--- config.mk ---
export PLATFORM = sky130hd
export DESIGN_NAME = coffee_order_scheduler_flat
export DESIGN_NICKNAME = d
export VERILOG_FILES = /design/src/rtl/coffee_order_scheduler_if.sv /design/src/rtl/coffee_order_scheduler.sv /design/src/flat_wrapper.sv
export SDC_FILE = /design/constraint.sdc
export NUM_CORES = 1
export LEC_CHECK = 0
export CAP_MARGIN = 20
export CELL_PAD_IN_SITES_DETAIL_PLACEMENT = 1
export CELL_PAD_IN_SITES_GLOBAL_PLACEMENT = 1
export CORE_UTILIZATION = 35
export DETAILED_ROUTE_END_ITERATION = 7
export PLACE_DENSITY = 0.65
export REMOVE_ABC_BUFFERS = 1
export SLEW_MARGIN = 40
export SYNTH_ARGS = -nofsm -noshare
export SYNTH_HDL_FRONTEND = slang
export SYNTH_SLANG_ARGS = --single-unit
--- constraint.sdc ---
create_clock -name clk -period 4.5 [get_ports clk]
set_clock_uncertainty 0.2 [all_clocks]
set_input_delay 0.45 -clock clk [delete_from_list [all_inputs] [get_ports clk]]
set_output_delay 0.45 -clock clk [all_outputs]
set_load 0.01 [all_outputs]
--- src/rtl/coffee_order_scheduler_if.sv ---
// coffee_order_scheduler_if: panel, brew-FSM and status signals of the order scheduler; STATS_EN adds the per-type completion counters
interface coffee_order_scheduler_if #(
    parameter int N_REQ  = 2,
    parameter int QDEPTH = 4
);
    logic [N_REQ-1:0]         req_valid;
    logic [2*N_REQ-1:0]       req_sel;
    logic [N_REQ-1:0]         req_ready;
    logic                     brew_start;
    logic [1:0]               brew_sel;
    logic                     brew_rst;
    logic [2:0]               brew_state;
    logic                     brew_done;
    logic                     cmp_valid;
    logic [$clog2(N_REQ)-1:0] cmp_id;
    logic [1:0]               cmp_sel;
    logic                     illegal;
    logic                     timeout_err;
    logic [$clog2(QDEPTH):0]  q_count;
    logic                     busy;
`ifdef STATS_EN
    logic [15:0]              cnt_e;
    logic [15:0]              cnt_l;
    logic [15:0]              cnt_c;
`endif

    modport slave (
        input  req_valid, req_sel, brew_state, brew_done,
        output req_ready, brew_start, brew_sel, brew_rst, cmp_valid, cmp_id, cmp_sel,
               illegal, timeout_err, q_count, busy
`ifdef STATS_EN
      , output cnt_e, cnt_l, cnt_c
`endif
    );

    modport master (
        output req_valid, req_sel, brew_state, brew_done,
        input  req_ready, brew_start, brew_sel, brew_rst, cmp_valid, cmp_id, cmp_sel,
               illegal, timeout_err, q_count, busy
`ifdef STATS_EN
      , input  cnt_e, cnt_l, cnt_c
`endif
    );
endinterface

--- src/rtl/coffee_order_scheduler.sv ---
// coffee_order_scheduler: round-robin order intake, order FIFO, one-at-a-time brew launch with timeout abort; STATS_EN adds completion counters
module coffee_order_scheduler #(
    parameter int          N_REQ       = 2,
    parameter int          QDEPTH      = 4,
    parameter logic [31:0] TIMEOUT_CYC = 32'd500_000_000
) (
    input  logic                   clk,
    input  logic                   reset_n,
    coffee_order_scheduler_if.slave bus
);
    localparam int IW = $clog2(N_REQ);
    localparam int QW = $clog2(QDEPTH);
    localparam int CW = QW + 1;

    typedef enum logic [1:0] {S_IDLE, S_START, S_WAIT, S_DRAIN} state_t;

    state_t          state_q, state_d;
    logic [IW+1:0]   mem_q [QDEPTH];
    logic [QW-1:0]   wr_q, rd_q;
    logic [CW-1:0]   cnt_q, cnt_d;
    logic [IW-1:0]   rr_q, cand, gnt_idx;
    logic [IW-1:0]   cur_id_q, cur_id_d, cmp_id_q, cmp_id_d;
    logic [1:0]      gnt_sel, cur_sel_q, cur_sel_d, cmp_sel_q, cmp_sel_d;
    logic [31:0]     tmr_q, tmr_d;
    logic            gnt_found, grant, push, pop;
    logic            start_q, start_d, brst_q, brst_d, cmp_v_q, cmp_v_d, ill_q, terr_q, terr_d;

    // first valid panel searching upward from the one after the last grant
    always_comb begin
        gnt_found = 1'b0;
        gnt_idx   = '0;
        cand      = '0;
        for (int k = 1; k <= N_REQ; k++) begin
            cand = IW'((int'(rr_q) + k) % N_REQ);
            if (!gnt_found && bus.req_valid[cand]) begin
                gnt_found = 1'b1;
                gnt_idx   = cand;
            end
        end
    end

    assign grant         = gnt_found && (cnt_q != CW'(QDEPTH));
    assign gnt_sel       = bus.req_sel[{gnt_idx, 1'b0} +: 2];
    assign push          = grant && (gnt_sel != 2'b11);
    assign cnt_d         = cnt_q + CW'(push) - CW'(pop);
    assign bus.req_ready = grant ? (N_REQ'(1) << gnt_idx) : '0;

    // FIFO storage; entries carry no reset since occupancy is tracked by cnt_q
    always_ff @(posedge clk) begin
        if (push) mem_q[wr_q] <= {gnt_idx, gnt_sel};
    end

    // arbiter pointer, FIFO pointers/occupancy and the illegal-order pulse
    always_ff @(posedge clk or negedge reset_n) begin
        if (!reset_n) begin
            rr_q  <= '0;
            wr_q  <= '0;
            rd_q  <= '0;
            cnt_q <= '0;
            ill_q <= 1'b0;
        end else begin
            if (grant) rr_q <= gnt_idx;
            if (push) wr_q <= wr_q + QW'(1);
            if (pop) rd_q <= rd_q + QW'(1);
            cnt_q <= cnt_d;
            ill_q <= grant && (gnt_sel == 2'b11);
        end
    end

    // scheduler state and its registered outputs
    always_ff @(posedge clk or negedge reset_n) begin
        if (!reset_n) begin
            state_q   <= S_IDLE;
            tmr_q     <= '0;
            start_q   <= 1'b0;
            brst_q    <= 1'b0;
            cmp_v_q   <= 1'b0;
            cmp_id_q  <= '0;
            cmp_sel_q <= '0;
            cur_id_q  <= '0;
            cur_sel_q <= '0;
            terr_q    <= 1'b0;
        end else begin
            state_q   <= state_d;
            tmr_q     <= tmr_d;
            start_q   <= start_d;
            brst_q    <= brst_d;
            cmp_v_q   <= cmp_v_d;
            cmp_id_q  <= cmp_id_d;
            cmp_sel_q <= cmp_sel_d;
            cur_id_q  <= cur_id_d;
            cur_sel_q <= cur_sel_d;
            terr_q    <= terr_d;
        end
    end

    // launch when the brew FSM is idle, wait for done or timeout, then wait for it to return to IDLE
    always_comb begin
        state_d   = state_q;
        pop       = 1'b0;
        tmr_d     = tmr_q;
        start_d   = 1'b0;
        brst_d    = 1'b0;
        cmp_v_d   = 1'b0;
        cmp_id_d  = cmp_id_q;
        cmp_sel_d = cmp_sel_q;
        cur_id_d  = cur_id_q;
        cur_sel_d = cur_sel_q;
        terr_d    = terr_q;
        case (state_q)
            S_IDLE: if (cnt_q != '0 && bus.brew_state == 3'd0) begin
                pop                  = 1'b1;
                {cur_id_d, cur_sel_d} = mem_q[rd_q];
                start_d              = 1'b1;
                state_d              = S_START;
            end
            S_START: begin
                tmr_d   = '0;
                state_d = S_WAIT;
            end
            S_WAIT: begin
                tmr_d = (&tmr_q) ? tmr_q : tmr_q + 32'd1;
                if (bus.brew_done) begin
                    cmp_v_d   = 1'b1;
                    cmp_id_d  = cur_id_q;
                    cmp_sel_d = cur_sel_q;
                    state_d   = S_DRAIN;
                end else if (tmr_q == TIMEOUT_CYC - 32'd1) begin
                    brst_d  = 1'b1;
                    terr_d  = 1'b1;
                    state_d = S_DRAIN;
                end
            end
            default: if (!bus.brew_done && bus.brew_state == 3'd0) state_d = S_IDLE;
        endcase
    end

    assign bus.brew_start  = start_q;
    assign bus.brew_sel    = cur_sel_q;
    assign bus.brew_rst    = brst_q;
    assign bus.cmp_valid   = cmp_v_q;
    assign bus.cmp_id      = cmp_id_q;
    assign bus.cmp_sel     = cmp_sel_q;
    assign bus.illegal     = ill_q;
    assign bus.timeout_err = terr_q;
    assign bus.q_count     = cnt_q;
    assign bus.busy        = state_q != S_IDLE;

`ifdef STATS_EN
    logic [15:0] cnt_e_q, cnt_l_q, cnt_c_q;

    // per-type completion counters, wrapping at 16 bits
    always_ff @(posedge clk or negedge reset_n) begin
        if (!reset_n) begin
            cnt_e_q <= '0;
            cnt_l_q <= '0;
            cnt_c_q <= '0;
        end else if (cmp_v_q) begin
            cnt_e_q <= cnt_e_q + 16'(cmp_sel_q == 2'b00);
            cnt_l_q <= cnt_l_q + 16'(cmp_sel_q == 2'b01);
            cnt_c_q <= cnt_c_q + 16'(cmp_sel_q == 2'b10);
        end
    end

    assign bus.cnt_e = cnt_e_q;
    assign bus.cnt_l = cnt_l_q;
    assign bus.cnt_c = cnt_c_q;
`endif
endmodule
--- src/flat_wrapper.sv ---
// flat-port wrapper written by rule: the top's interface ports become plain ports
module coffee_order_scheduler_flat 
#(
    parameter int          N_REQ       = 2,
    parameter int          QDEPTH      = 4,
    parameter logic [31:0] TIMEOUT_CYC = 32'd500_000_000
)
  (clk, reset_n, bus_req_valid, bus_req_sel, bus_brew_state, bus_brew_done, bus_req_ready, bus_brew_start, bus_brew_sel, bus_brew_rst, bus_cmp_valid, bus_cmp_id, bus_cmp_sel, bus_illegal, bus_timeout_err, bus_q_count, bus_busy);
  coffee_order_scheduler_if #(.N_REQ(N_REQ), .QDEPTH(QDEPTH)) bus_i ();
  input  logic clk;
  input  logic reset_n;
  input wire logic [$bits(bus_i.req_valid)-1:0] bus_req_valid;
  input wire logic [$bits(bus_i.req_sel)-1:0] bus_req_sel;
  input wire logic [$bits(bus_i.brew_state)-1:0] bus_brew_state;
  input wire logic [$bits(bus_i.brew_done)-1:0] bus_brew_done;
  output wire logic [$bits(bus_i.req_ready)-1:0] bus_req_ready;
  output wire logic [$bits(bus_i.brew_start)-1:0] bus_brew_start;
  output wire logic [$bits(bus_i.brew_sel)-1:0] bus_brew_sel;
  output wire logic [$bits(bus_i.brew_rst)-1:0] bus_brew_rst;
  output wire logic [$bits(bus_i.cmp_valid)-1:0] bus_cmp_valid;
  output wire logic [$bits(bus_i.cmp_id)-1:0] bus_cmp_id;
  output wire logic [$bits(bus_i.cmp_sel)-1:0] bus_cmp_sel;
  output wire logic [$bits(bus_i.illegal)-1:0] bus_illegal;
  output wire logic [$bits(bus_i.timeout_err)-1:0] bus_timeout_err;
  output wire logic [$bits(bus_i.q_count)-1:0] bus_q_count;
  output wire logic [$bits(bus_i.busy)-1:0] bus_busy;
  assign bus_i.req_valid = bus_req_valid;
  assign bus_i.req_sel = bus_req_sel;
  assign bus_i.brew_state = bus_brew_state;
  assign bus_i.brew_done = bus_brew_done;
  assign bus_req_ready = bus_i.req_ready;
  assign bus_brew_start = bus_i.brew_start;
  assign bus_brew_sel = bus_i.brew_sel;
  assign bus_brew_rst = bus_i.brew_rst;
  assign bus_cmp_valid = bus_i.cmp_valid;
  assign bus_cmp_id = bus_i.cmp_id;
  assign bus_cmp_sel = bus_i.cmp_sel;
  assign bus_illegal = bus_i.illegal;
  assign bus_timeout_err = bus_i.timeout_err;
  assign bus_q_count = bus_i.q_count;
  assign bus_busy = bus_i.busy;
  coffee_order_scheduler #(.N_REQ(N_REQ), .QDEPTH(QDEPTH), .TIMEOUT_CYC(TIMEOUT_CYC)) u_core (.clk(clk), .reset_n(reset_n), .bus(bus_i));
endmodule
After elaboration in Yosys (flattened, before gate mapping):

Memory sizes are Yosys's and may differ from the RTL's. A register that Yosys moved wholly into a read port is not among the register bits.
Cells that the tools add are included.

* multiplexer cells: 25
* equal/unequal tests: 9
* add/sub/neg operators: 7
* shift-type cells: 2
* magnitude comparators: 2
* reduce and logical (&&, ||, !) cells: 21
* bitwise gates (word level): 1

Operator list (count)
* $pmux 32 s2: 1
* $add 32x1->32 const B: 1
* $eq 32x29->1 const B: 1
* $mux 32: 1
* $reduce_and 32->1: 1
* $mux 1: 17
* $mux 2: 5
* $logic_and 1x1->1: 6
* $pmux 2 s3: 1
* $reduce_and 2->1: 3
* $reduce_and 3->1: 2
* $add 2x1->2 const B: 2
* $eq 2x2->1 const B: 2
* $lt 1x2->1 const B: 2
* $ne 2x2->1 const B: 2
* $reduce_bool 2->1: 2
* $reduce_bool 4->1: 1
* $shiftx 4x3->2: 1
* $add 3x1->3: 1
* $logic_not 1->1: 3
* $logic_not 3->1: 1
* $ne 3x2->1 const B: 1
* $ne 3x3->1 const B: 1
* $reduce_bool 3->1: 1
* other kinds (7): 8

* flip-flop bits (word level): 50
* input bits: 12
* bits in writable memories: 12
* memories kept: 1

Memories
* u_core.mem_q: depth 4, bits a word 3, rd ports 1, clocked after Yosys merged registers in 1, write ports 1, RTL line coffee_order_scheduler.sv:18 `logic [IW+1:0] mem_q [QDEPTH];`

Depth between registers and ports, before layout:

* depth after elaboration: 12
* mapped depth: 11
* gate-level depth less buffers: 11

Least setup slack after synthesis:

OpenSTA, ideal clock, no wires.

* path kind: register to register
* start point: register u_core.cnt_q[1] (netlist: u_core.bus.q_count[1])
* end point: register u_core.cnt_q[2] (netlist: u_core.bus.q_count[2])
* data required time: 4171 ps
* stages on the path, launching flop included: 10
* path slack: 1792 ps
* period minus slack after synthesis: 2708 ps
* path buffers: 0
* data arrival time: 2379 ps
* cells stage by stage: dfrtp_1 > o311ai_1 > inv_1 > ha_1 > inv_1 > ha_1 > inv_1 > fa_1 > xnor2_1 > xnor2_1

* longest elaborated chain between the ends: 5

Ends and longest elaborated chain
* start, declared: RTL line coffee_order_scheduler.sv:20 `logic [CW-1:0] cnt_q, cnt_d;`
* start signal, assigned: RTL line coffee_order_scheduler.sv:65 `cnt_q <= cnt_d;`
* $reduce_bool 3->1: RTL line coffee_order_scheduler.sv:111 `S_IDLE: if (cnt_q != '0 && bus.brew_state == 3'd0) begin`
* $logic_and 1x1->1: RTL line coffee_order_scheduler.sv:111
* $mux 1: RTL line coffee_order_scheduler.sv:111
* $mux 1: RTL line coffee_order_scheduler.sv:110 `case (state_q)`
* net u_core.pop: RTL line coffee_order_scheduler.sv:25 `logic gnt_found, grant, push, pop;`
* $sub 3x1->3: RTL line coffee_order_scheduler.sv:45 `assign cnt_d = cnt_q + CW'(push) - CW'(pop);`
* net u_core.cnt_d[2]: RTL line coffee_order_scheduler.sv:20

The timed path passes the listed nets, and every way through them passes these cells.
A chain may end at the register's enable or synchronous reset.

Final worst setup path:

* start point: input bus_req_valid[1]
* end point: register u_core.cnt_q[2] (netlist: u_core.bus.q_count[2])

* longest elaborated chain between the ends: 11

Ends and longest elaborated chain
* start, declared: RTL line flat_wrapper.sv:12 `input wire logic [$bits(bus_i.req_valid)-1:0] bus_req_valid;`
* $mux 1 (implied by the code) (2 in series): RTL line coffee_order_scheduler.sv:35 `if (!gnt_found && bus.req_valid[cand]) begin`
* $mux 1: RTL line coffee_order_scheduler.sv:35
* $logic_not 1->1: RTL line coffee_order_scheduler.sv:35
* $logic_and 1x1->1: RTL line coffee_order_scheduler.sv:35
* $mux 1 *: RTL line coffee_order_scheduler.sv:35
* net u_core.gnt_idx: RTL line coffee_order_scheduler.sv:21 `logic [IW-1:0] rr_q, cand, gnt_idx;`
* $shiftx 4x3->2 *: RTL line coffee_order_scheduler.sv:43 `assign gnt_sel = bus.req_sel[{gnt_idx, 1'b0} +: 2];`
* $ne 2x2->1 *: RTL line coffee_order_scheduler.sv:44 `assign push = grant && (gnt_sel != 2'b11);`
* $logic_and 1x1->1 *: RTL line coffee_order_scheduler.sv:44
* $add 3x1->3 *: RTL line coffee_order_scheduler.sv:45
* $sub 3x1->3 *: RTL line coffee_order_scheduler.sv:45
* net u_core.cnt_d[2]: RTL line coffee_order_scheduler.sv:20

Mark *: on every way through the listed nets, which the timed path passes. The rest lies on a longest branch. The select of a mux whose other input is x is not followed.

==> run summary <==
The flow ran to the end, and the final reports show no timing, DRC or antenna violations. In the synthesized netlist the dominant register cell turns out to be sky130_fd_sc_hd__dfrtp_1. The adder and majority cell fraction of the synthesized area came out at 0.03964. Among cell families on the critical path, the largest total delay comes from compound AO/OA/AOI/OAI gates. The number of buffers inserted to repair setup after CTS came out at 0. The required time of the critical path is between 4 and 5 ns.

The area enclosed by the die boundary came out at 10,870 sq um. Tracing the worst setup path back leads to its startpoint at bus_req_valid[1]. The capturing element of the worst setup path is u_core.bus.q_count[2]. Entering global routing, the biggest net connects 54 pins. The global placer's final weighted congestion came out at 0.7739.

The worst-path maximum fanout is 10. The area fraction in compound gates after synthesis came to 0.1582. The hold violation count in the final report was 0.

The class of the most critical hold timing path is flop to flop. The power density over the cells came out at ~480 nW/um^2. In this run, distinct cell masters in the synthesized netlist total slightly below 60.

The HPWL reported at the end of detailed placement is 6635 um. The post-synthesis instance area came out at 3661 sq um. Across the whole layout, storage elements account for 1687 sq um. The maximum clock rate came out at between 300 and 400 MHz.

The number of enable flip-flop cells after synthesis came out at 12. The detailed-route DRC error count came out at 0. The antenna violation net count after detailed routing is 0. For this design the static power due to leakage is ~1.7 nW. In this run the critical register-to-register path is launched from u_core.rr_q. Of the total synthesized cell area, the portion taken by XOR and XNOR cells is 0.04545.

Dividing the detail-routed via count by the number of cells gives 5.776. The share of flip-flops with an asynchronous set or reset is 0.8154. The cell sitting at the root of the clock tree is a sky130_fd_sc_hd__clkbuf_8. The fraction of met2 tracks used by global routing came out at 0.2947. The number of buffers created by CTS came out at 9.

The net count of the finished layout is roughly 390. The via count of the first global-routing pass came to 3,025. The synthesis warning total came out at 0. The number of flip-flops and latches in the synthesized netlist is 65. 0 antenna diodes ended up in the layout.

The global-route wire length before repair came out at 16,020 um. The number of max-slew violations in the final report is 0. The deepest level of the CTS H-tree is 3. The max-capacitance violation count came out at 0.

The number of cell instances on the worst register-to-register path is 9. The most numerous cell type found on the critical path is sky130_fd_sc_hd__xnor2_1. The clock sink count came out at 65. In this run the vertical extent of the chip is 104.3 um.

The area of the multi-input gates is 1822 sq um. The number of buffers and inverters on the critical path is 2. The core region area is approximately 10000 sq um. The initial core utilization came out at 0.3678. The critical-path cell with the highest stage delay is sky130_fd_sc_hd__a21boi_1. The critical path in this run is classified as input pin to flop. The number of vias in the routed layout is 2,934. The buffer levels on the longest clock path is 2. The global-route met3 utilization came out at 0.03008. The share of layout cells above drive strength 1 is 0.1387. The total chip power came out at 0.002064 W. The routed length per placed instance came out at approximately 19 um.

The cell count along the critical path came out at 10. The global-route total usage across every layer came out at 0.1900. Setup repair after global routing left no endpoint under its margin. The peak supply drop is 264.9 uV. The post-detailed-routing wire length came out at 9747 um.

The minimum clock period is 3.137 ns. The share of the clock period used by the worst path came out at 0.6972. The arrival time of the worst setup path came out at 3.17 ns. The worst hold slack is 0.2640 ns. The count of filler cells inserted in the layout is 1,097.

The number of cells on the worst hold path is 1. STA classifies the critical path startpoint as an input pin. The end of the worst register-to-register path is u_core.bus.q_count[2].

The kind of end point of the critical path is a flop. The remaining global-route overflow is 0. The utilization after layout is 0.4276. The portion of netlist area occupied by mux cells is 0.05742.

The clock latency on the worst-skew pair came out at 0.36 ns. Of the total synthesized cell area, the portion taken by AND, OR, NAND and NOR gates is 0.1948. The average cell area after synthesis is between 10 and 15 sq um. The count of TritonRoute iterations in the first routing pass came out at 4.

On the worst path, the slowest cell contributes a delay of 0.60 ns. The signal on the critical path passes through clkdlybuf4s50_1 -> a21boi_1 -> nor2_1 -> a31oi_1 -> nor2b_1 -> ha_1 -> inv_1 -> fa_1 -> xnor2_1 -> xnor2_1. The cell count after synthesis came out at 346. The count of final setup violators is 0. After clock tree synthesis, the clock-pin slew on the worst setup and hold paths is 0.07 ns.

The worst reg-to-reg setup slack came out at 1.55 ns. From left edge to right edge, the die measures 104.3 um. The number of cell rows came out at 36. During I/O placement, the number of pins put on the boundary was 28.

By area, the combinational part of the netlist is dominated by simple AND/OR/NAND/NOR gates. The met1 track utilization from global routing is 0.2570. TritonCTS built the clock tree.

The synthesis-to-layout area growth came out at 16.27%. Port buffering added 27 buffers. The register area share after synthesis came out at 0.4607. The number of antenna violations at the first check in global routing is 0. The final-layout setup total negative slack came out at 0 ns. Headroom to the max-slew limit came out at 0.5257. The number of violations reported at the end of detailed-routing iteration 0 came out at 143.

The measured slew at the worst slew-check pin is 0.7099 ns. The most used routing layer is met2.
-- worst min path at each step --
stage | startpoint | endpoint | slack, ns
2_1_floorplan | reset_n | u_core.bus.brew_rst | -0.05
3_3_place_gp | u_core.bus.timeout_err | u_core.bus.timeout_err | 0.25
3_5_place_dp | u_core.bus.timeout_err | u_core.bus.timeout_err | 0.25
4_1_cts | reset_n | u_core.tmr_q[1] | 0.07
5_1_grt | u_core.rr_q | u_core.rr_q | 0.32
6_report | u_core.bus.timeout_err | u_core.bus.timeout_err | 0.26
-- layout make-up --
type,count,share of cell area
clock buffers,12,0.03175
clock inverters,4,0.01646
inverters,16,0.01411
multi-input cells,245,0.4280
flip-flops and latches,65,0.3962
well taps,133,0.03909
repair buffers,33,0.07437
-- state kept, by name, indices dropped and copies added (netlist names), 2 cells and up --
| signal | cells |
|---|---|
| u_core.state_q | 2 |
| u_core.tmr_q | 32 |
| u_core.bus.q_count | 3 |
| u_core.bus.cmp_sel | 2 |
| u_core.wr_q | 2 |
| u_core.rd_q | 2 |
| u_core.bus.brew_sel | 2 |
| u_core.mem_q | 12 |
-- cells in the final DEF, fill, tap and decap left out, types with 4 or more instances in the layout --
| cell | count |
|---|---|
| sky130_fd_sc_hd__dfrtp_1 | 53 |
| sky130_fd_sc_hd__nand2_1 | 36 |
| sky130_fd_sc_hd__clkdlybuf4s50_1 | 26 |
| sky130_fd_sc_hd__inv_1 | 16 |
| sky130_fd_sc_hd__o22ai_1 | 16 |
| sky130_fd_sc_hd__xnor2_1 | 14 |
| sky130_fd_sc_hd__a31oi_1 | 13 |
| sky130_fd_sc_hd__and3_1 | 12 |
| sky130_fd_sc_hd__edfxtp_1 | 12 |
| sky130_fd_sc_hd__nor2_1 | 10 |
| sky130_fd_sc_hd__nand3_1 | 10 |
| sky130_fd_sc_hd__nand4_1 | 10 |
| sky130_fd_sc_hd__ha_1 | 10 |
| sky130_fd_sc_hd__mux2_2 | 9 |
| sky130_fd_sc_hd__and2_1 | 9 |
| sky130_fd_sc_hd__clkbuf_8 | 9 |
| sky130_fd_sc_hd__nor3_1 | 6 |
| sky130_fd_sc_hd__nor4_1 | 6 |
| sky130_fd_sc_hd__a21oi_1 | 6 |
| sky130_fd_sc_hd__a21o_1 | 6 |
| sky130_fd_sc_hd__o311ai_0 | 6 |
| sky130_fd_sc_hd__o21ai_0 | 5 |
| sky130_fd_sc_hd__xor2_1 | 5 |
| sky130_fd_sc_hd__a311oi_1 | 4 |
| sky130_fd_sc_hd__buf_4 | 4 |
-- metal layers --
layer	wire length, um	vias up
li1	-	1344
met1	4581	1511
met2	4678	63
met3	329	16
met4	158	0
met5	0	-
-- power breakdown --
part           switching, W  leakage (nW)  internal [W]
clock network      0.000238         0.104      0.000311
registers         0.0000929         0.815      0.000719
logic              0.000391         0.763      0.000312
-- through the flow --
step	setup slack [ns]	cell area, sq um	instances
3_5_place_dp	0.9611	4038	491
2_1_floorplan	1.486	3561	326
6_report	1.363	4257	508
3_3_place_gp	1.141	4030	491
4_1_cts	1.327	4243	507
5_1_grt	1.075	4257	508
-- what timing repair did --
item / in CTS / in global routing
hold buffers: 0 / 1
hold endpoints to repair: 0 / 1
gates resized for setup: 0 / 0
-- synthesized netlist by cell type, drive strengths merged, types with 7 or more instances --
cell type / number / share of area
dfrtp: 53 / 0.36
nand2: 37 / 0.040
inv: 16 / 0.016
o22ai: 16 / 0.027
a31oi: 14 / 0.028
and3: 14 / 0.025
clkbuf: 14 / 0.014
xnor2: 14 / 0.033
edfxtp: 12 / 0.098
nand4: 12 / 0.026
ha: 10 / 0.034
mux2: 10 / 0.031
nand3: 10 / 0.014
nor2: 10 / 0.010
and2: 9 / 0.015
o311ai: 8 / 0.019
nor3: 7 / 0.011
-- logic make-up (layout without fill, tap and decap cells) --
kind of cell    count (synthesis)  count (layout)
simple gates                  124             124
fa+ha+maj                      11              11
compound gates                 75              75
xor+xnor                       19              19
mux                            16              16
buf+inv                        36              65
flops                          65              65
Power figures use the tool's default switching activity.
